`src/rtl/fma16_pkg.sv`:
```
// Shared constants, widths and FSM state type for the fma16 multiplier slice.
package fma16_pkg;

  localparam int HP_BIAS = 15;
  localparam int BEXP_W  = 5;
  localparam int FRAC_W  = 10;
  localparam int SIG_W   = 11;
  localparam int PROD_W  = 22;
  localparam int EXP_W   = 7;
  localparam int CNT_W   = 4;

  typedef enum logic [1:0] {
    IDLE = 2'd0,
    BUSY = 2'd1,
    DONE = 2'd2
  } state_t;

  // Subnormals share the exponent of the smallest normal.
  function automatic logic [BEXP_W-1:0] eff_exp(input logic [BEXP_W-1:0] e);
    return (e == '0) ? BEXP_W'(1) : e;
  endfunction

endpackage

```
`src/rtl/fma16_mul_datapath.sv`:
```
// Radix-2 shift-add significand multiplier: one multiplier bit per step, LSB first.
module fma16_mul_datapath
  import fma16_pkg::*;
(
  input  logic              clk,
  input  logic              reset,
  input  logic              i_load,
  input  logic              i_step,
  input  logic [SIG_W-1:0]  i_mcand,
  input  logic [SIG_W-1:0]  i_mplier,
  output logic [PROD_W-1:0] o_acc_next,
  output logic              o_last
);

  logic [PROD_W-1:0] r_acc;
  logic [PROD_W-1:0] r_mcand;
  logic [SIG_W-1:0]  r_mplier;
  logic [CNT_W-1:0]  r_cnt;

  // 11x11 fits in 22 bits, so the running sum never overflows.
  assign o_acc_next = r_mplier[0] ? (r_acc + r_mcand) : r_acc;
  assign o_last     = (r_cnt == CNT_W'(SIG_W - 1));

  // Load operands on accept, then add-and-shift once per step.
  always_ff @(posedge clk) begin
    if (reset) begin
      r_acc    <= '0;
      r_mcand  <= '0;
      r_mplier <= '0;
      r_cnt    <= '0;
    end else if (i_load) begin
      r_acc    <= '0;
      r_mcand  <= {{(PROD_W-SIG_W){1'b0}}, i_mcand};
      r_mplier <= i_mplier;
      r_cnt    <= '0;
    end else if (i_step) begin
      r_acc    <= o_acc_next;
      r_mcand  <= r_mcand << 1;
      r_mplier <= r_mplier >> 1;
      r_cnt    <= r_cnt + CNT_W'(1);
    end
  end

endmodule

```
`src/rtl/fma16_mul_seq.sv`:
```
// Sequential half-precision significand multiplier with class-flag handling.
//  state | meaning
//  IDLE  | waiting for an operand set, in_ready high
//  BUSY  | shift-add iterations running in the datapath
//  DONE  | product held on outputs until out_ready
module fma16_mul_seq
  import fma16_pkg::*;
#(
  parameter int BIAS = HP_BIAS
) (
  input  logic              clk,
  input  logic              reset,
  input  logic              in_valid,
  output logic              in_ready,
  input  logic              xs,
  input  logic              ys,
  input  logic [BEXP_W-1:0] xe,
  input  logic [BEXP_W-1:0] ye,
  input  logic [FRAC_W-1:0] xm,
  input  logic [FRAC_W-1:0] ym,
  input  logic              x_zero,
  input  logic              y_zero,
  input  logic              x_inf,
  input  logic              y_inf,
  input  logic              x_nan,
  input  logic              y_nan,
  output logic              out_valid,
  input  logic              out_ready,
  output logic              ps,
  output logic [EXP_W-1:0]  pe,
  output logic [PROD_W-1:0] pm,
  output logic              p_zero,
  output logic              p_inf,
  output logic              p_nan,
  output logic              p_invalid
);

  state_t            r_state;
  logic              r_out_valid;
  logic              r_ps;
  logic [EXP_W-1:0]  r_pe;
  logic [PROD_W-1:0] r_pm;
  logic              r_p_zero;
  logic              r_p_inf;
  logic              r_p_nan;
  logic              r_p_invalid;
  // Sign and exponent computed at accept, published when the product is ready.
  logic              r_ps_q;
  logic [EXP_W-1:0]  r_pe_q;

  logic              w_accept;
  logic              w_special;
  logic              w_load;
  logic              w_step;
  logic              w_nan;
  logic              w_invalid;
  logic              w_inf;
  logic              w_zero;
  logic [EXP_W-1:0]  w_pe;
  logic [SIG_W-1:0]  w_xsig;
  logic [SIG_W-1:0]  w_ysig;
  logic [PROD_W-1:0] w_acc_next;
  logic              w_last;

  assign in_ready  = (r_state == IDLE) & ~reset;
  assign w_accept  = in_valid & in_ready;
  assign w_special = x_zero | y_zero | x_inf | y_inf | x_nan | y_nan;
  assign w_load    = w_accept & ~w_special;
  assign w_step    = (r_state == BUSY);

  assign w_nan     = x_nan | y_nan | (x_zero & y_inf) | (x_inf & y_zero);
  assign w_invalid = (x_zero & y_inf) | (x_inf & y_zero)
                   | (x_nan & ~xm[FRAC_W-1]) | (y_nan & ~ym[FRAC_W-1]);
  assign w_inf     = (x_inf | y_inf) & ~w_nan;
  assign w_zero    = (x_zero | y_zero) & ~w_nan & ~w_inf;

  // Range is -13..45, which always fits the 7-bit two's-complement result.
  assign w_pe   = {2'b00, eff_exp(xe)} + {2'b00, eff_exp(ye)} - EXP_W'(BIAS);
  assign w_xsig = {(xe != '0), xm};
  assign w_ysig = {(ye != '0), ym};

  fma16_mul_datapath u_dp (
    .clk        (clk),
    .reset      (reset),
    .i_load     (w_load),
    .i_step     (w_step),
    .i_mcand    (w_xsig),
    .i_mplier   (w_ysig),
    .o_acc_next (w_acc_next),
    .o_last     (w_last)
  );

  // Control FSM with registered product outputs.
  always_ff @(posedge clk) begin
    if (reset) begin
      r_state     <= IDLE;
      r_out_valid <= 1'b0;
      r_ps        <= 1'b0;
      r_pe        <= '0;
      r_pm        <= '0;
      r_p_zero    <= 1'b0;
      r_p_inf     <= 1'b0;
      r_p_nan     <= 1'b0;
      r_p_invalid <= 1'b0;
      r_ps_q      <= 1'b0;
      r_pe_q      <= '0;
    end else begin
      unique case (r_state)
        IDLE: begin
          if (w_accept) begin
            if (w_special) begin
              r_ps        <= xs ^ ys;
              r_pe        <= '0;
              r_pm        <= '0;
              r_p_zero    <= w_zero;
              r_p_inf     <= w_inf;
              r_p_nan     <= w_nan;
              r_p_invalid <= w_invalid;
              r_out_valid <= 1'b1;
              r_state     <= DONE;
            end else begin
              r_ps_q  <= xs ^ ys;
              r_pe_q  <= w_pe;
              r_state <= BUSY;
            end
          end
        end
        BUSY: begin
          if (w_last) begin
            r_ps        <= r_ps_q;
            r_pe        <= r_pe_q;
            r_pm        <= w_acc_next;
            r_p_zero    <= 1'b0;
            r_p_inf     <= 1'b0;
            r_p_nan     <= 1'b0;
            r_p_invalid <= 1'b0;
            r_out_valid <= 1'b1;
            r_state     <= DONE;
          end
        end
        DONE: begin
          if (out_ready) begin
            r_out_valid <= 1'b0;
            r_state     <= IDLE;
          end
        end
        default: begin
          r_out_valid <= 1'b0;
          r_state     <= IDLE;
        end
      endcase
    end
  end

  assign out_valid = r_out_valid;
  assign ps        = r_ps;
  assign pe        = r_pe;
  assign pm        = r_pm;
  assign p_zero    = r_p_zero;
  assign p_inf     = r_p_inf;
  assign p_nan     = r_p_nan;
  assign p_invalid = r_p_invalid;

endmodule

```
`config.mk`:
```
export PLATFORM = sky130hd
export DESIGN_NAME = fma16_mul_seq
export DESIGN_NICKNAME = d
export VERILOG_FILES = /design/src/rtl/fma16_pkg.sv /design/src/rtl/fma16_mul_datapath.sv /design/src/rtl/fma16_mul_seq.sv
export SDC_FILE = /design/constraint.sdc
export NUM_CORES = 1
export LEC_CHECK = 0
export BUFFER_PORTS_ARGS = -buffer_cell sky130_fd_sc_hd__buf_2
export CAP_MARGIN = 20
export CORE_ASPECT_RATIO = 1.1
export CORE_MARGIN = 2
export CORE_UTILIZATION = 55
export DETAILED_ROUTE_END_ITERATION = 6
export PLACE_DENSITY = 0.76
export SLEW_MARGIN = 20
export SYNTH_ARGS = -nofsm -noshare
export SYNTH_HDL_FRONTEND = slang
export SYNTH_SLANG_ARGS = --single-unit
export TNS_END_PERCENT = 20
```
`constraint.sdc`:
```
create_clock -name clk -period 4.1 [get_ports clk]
set_input_delay 0.205 -clock clk [delete_from_list [all_inputs] [get_ports clk]]
set_output_delay 0.205 -clock clk [all_outputs]
set_load 0.01 [all_outputs]
```
==> metrics.md <==
| Metric | Value |
|---|---|
| Status | complete, no violations |
| Most used flip-flop cell after synthesis | dfxtp_1 |
| FF+latch area | 2082 µm² |
| Multi-input logic area | 2984 µm² |
| Sequential power share | 0.547 |
| Post-Syn Nets | 732 |
| Reg2reg setup slack | 1.40 ns |
| Synth top area share | 0.3925 |
| Clock sink count | 104 |
| Post-synthesis adder-cell area fraction | 0.08304 |
| ANT nets after route | 0 |
| Synth area leaders | dfxtp_1, nand2_1, a21oi_1 |
| Routability Congestion | 0.8785 |
| P_sw | 425.9 µW |
| CP max FO | 3 |
| CP bufs+invs | 1 |
| Drt pass-1 iters | 5 |
| Max frequency | 0.3702 GHz |
| Vias | 4915 |
| I/O Buffers | between 70 and 80 |
| Htree depth | 3 |
| Register area share after synthesis | 0.3925 |
| XOR/XNOR Fraction of Synth Area | 0.04105 |
| ANT cells | 0 |
| Die height | 107.0 µm |
| Peak supply drop | 0.2276 mV |
| CTS root buffer | clkbuf_8 |
| Comb power frac | 0.063 |
| Core Area | just over 9000 µm² |
| Hold_buf cts | 0 |
| HP Class | input port to register |
| Starting Density | 0.5672 |
| Ports | 78 |
| Leakage power | approximately 0.0025 µW |
| CTS tree | yes |
| RSZ-0062 raised after global routing | false |
| Die area | 10450 µm² |
| Post-synth EDFFs | 0 |
| Int Pwr | 1434 µW |
| Skew final | slightly below 0.01 ns |
| Vias in the first global route | 4798 |
| CP Capture Type | register |
| Mapped Avg Cell Area | between 8 and 9 µm² |
| Min cycle time layout | ~2.7 ns |
| TNS Setup | 0 ns |
| Crit share post-route | 0.6588 |
| Placed Cells | 813 |
| Die width | 97.63 µm |
| Total CTS buffers | 9 |
| Gr usage total | 0.2699 |
| Synth unique cells | 57 |
| Post-synthesis compound-gate area fraction | 0.2281 |
| Clk_lat worst skew | ~0.38 ns |
| Cell Area, Synth | between 5000 and 6000 µm² |
| Drt via density | 5.936 |
| CP Launch Type | register |
| Least-Margin Pin Slew | ~1.1 ns |
| Starting DRT DRC Count | 200 |
| Setup-failing EPs final | 0 |
| Drt wl/cell | 16.21 µm |
| Layout cells sized above 1 | 0.1575 |
| Reg clk slew, reported paths | 0.09 ns |
| Power density over the cells | 312.8 nW/µm² |
| Maximum clock path buffer count | 2 |
| Main combinational cell family by area after synthesis | compound AO/OA/AOI/OAI gates |
| Slew margin rel. | 0.2811 |
| Slowest-stage cell, CP | o31ai_1 |
| GRT overflow | 0 |
| Critical path arrival | 2.96 ns |
| Clock power frac | 0.390 |
| Cell row count | 37 |
| Sw Share | 0.2290 |
| Pins Over Slew Limit | 0 |
| Synthesis-to-layout area growth | 12.10% |
| Yosys top cell by area | dfxtp_1 |
| First-pass GRT wire length | between 20 and 25 mm |
| Number of synthesized register bits | 104 |
| Initial antenna violation count | 0 |
| DP HPWL | 9.329 mm |
| Final hold vios | 0 |
| Nets | 783 |
| Crit-path max cell delay | 0.43 ns |
| Postcts setup bufs | 0 |
| Max Cap Viol | 0 |
| Required time of the worst setup path | 4.36 ns |
| Post-synthesis async set-or-reset flop share | 0 |
| CP Class | register to register |
| Layout Cells excl Fill | 828 |
| Total chip power | 1860 µW |
| Mux share of post-synthesis cell area | 0.01321 |
| Residual DRC | 0 |
| Cts repair resizes | 0 |
| Fillcell total | between 800 and 900 |
| Syn Inst Count | 656 |
| Largest net degree at the start of global routing | 48 |
| Critical path's top delay family | compound AO/OA/AOI/OAI gates |
| Warnings, synthesis | 0 |
| Simple-gate area share of the yosys netlist | 0.1967 |
| Routed WL | 13.42 mm |
| CP cell instances | ha_1 > inv_1 > fa_1 > and2b_1 > o21ai_1 > a21boi_2 > o31ai_1 > o21ai_2 > a221oi_2 > xor2_1 > o22ai_1 |
placed cells by master (no fill, tap or decap), types with 3 or more instances in the layout:
cell / n
nand2_1: 116
dfxtp_1: 104
a21oi_1: 85
buf_2: 77
nor2_1: 50
ha_1: 32
nand3_1: 22
o21ai_0: 21
a21o_1: 17
inv_1: 16
nor3_1: 13
xnor2_1: 12
a311oi_1: 11
xor2_1: 11
clkbuf_8: 11
a22oi_1: 10
buf_4: 9
nand4_1: 7
mux2i_1: 7
a211oi_1: 7
and3_1: 5
a32oi_1: 5
or4_1: 4
o21ai_1: 3
a31oi_1: 3
o21bai_1: 3
o22ai_1: 3
or3_1: 3
per-stage QoR:
stage	setup slack [ns]	utilization	hold slack [ns]	instance area (µm²)
CTS	1.397	0.6358	0.08884	5946
detailed placement	1.407	0.6123	0.4371	5725
global route	1.167	0.6358	0.09553	5946
floorplan	1.654	-	0.3410	5304
global placement	1.499	0.6123	0.4309	5725
finish	1.399	0.6358	0.09458	5946
cells in the mapped netlist, drive strengths merged, types with 3 or more instances:
cell	count
nand2	116
dfxtp	104
a21oi	87
nor2	51
clkbuf	38
ha	32
o21ai	25
nand3	22
a21o	17
inv	16
nor3	13
xnor2	12
xor2	12
a311oi	11
a22oi	10
buf	8
a211oi	7
mux2i	7
nand4	7
a32oi	5
and3	5
a31oi	4
or4	4
o21bai	3
o22ai	3
or3	3
worst min-delay path, stage by stage:
cell and delay, ns:
buf_2 0.10, nand2_1 0.06, a21oi_1 0.05
cells by family after synthesis:
group,count (synthesis)
buffers and inverters,62
adders and majority gates,34
AOI/OAI and AO/OA,188
and+or+nand+nor,237
xor gates and xnor gates,24
DFF,104
muxes,7
final timing paths:
check / from / endpoint / depth (start not counted)
min reg2reg: pm[9] / pm[9] / 2
max reg2reg: u_dp.r_mcand[0] / pm[20] / 11
max: u_dp.r_mcand[0] / pm[20] / 11
min: xm[0] / u_dp.r_mcand[0] / 3
sequential cells by signal (all words and copies together), names as in the netlist, 2 cells and up:
register	count
r_pe_q	7
pm	22
u_dp.r_acc	22
u_dp.r_mplier	11
u_dp.r_mcand	22
r_state	2
pe	7
u_dp.r_cnt	4
area by class of cell:
type	instances	area share
inverters	16	0.01010
repair buffers	86	0.07618
clock buffers	12	0.02609
multi-input cells	490	0.5019
flip-flops and latches	104	0.3502
well taps	117	0.02462
clock inverters	3	0.01094
power groups by stage:
stage	sequential (µW)	combinational (µW)	clock (µW)
after floorplan	1040	70.4	0
after detailed placement	1040	118	0
final	1020	117	725
after global routing	1020	131	765
after CTS	1020	118	727
after global placement	1040	115	0
per-layer routing:
layer / track usage / up-vias / share of wire
li1: - / 2414 / -
met1: 0.3390 / 2315 / 0.44
met2: 0.4734 / 168 / 0.49
met3: 0.05476 / 18 / 0.056
met4: 0.07341 / 0 / 0.012
met5: 0 / - / 0
(Power assumes the default switching activity.)
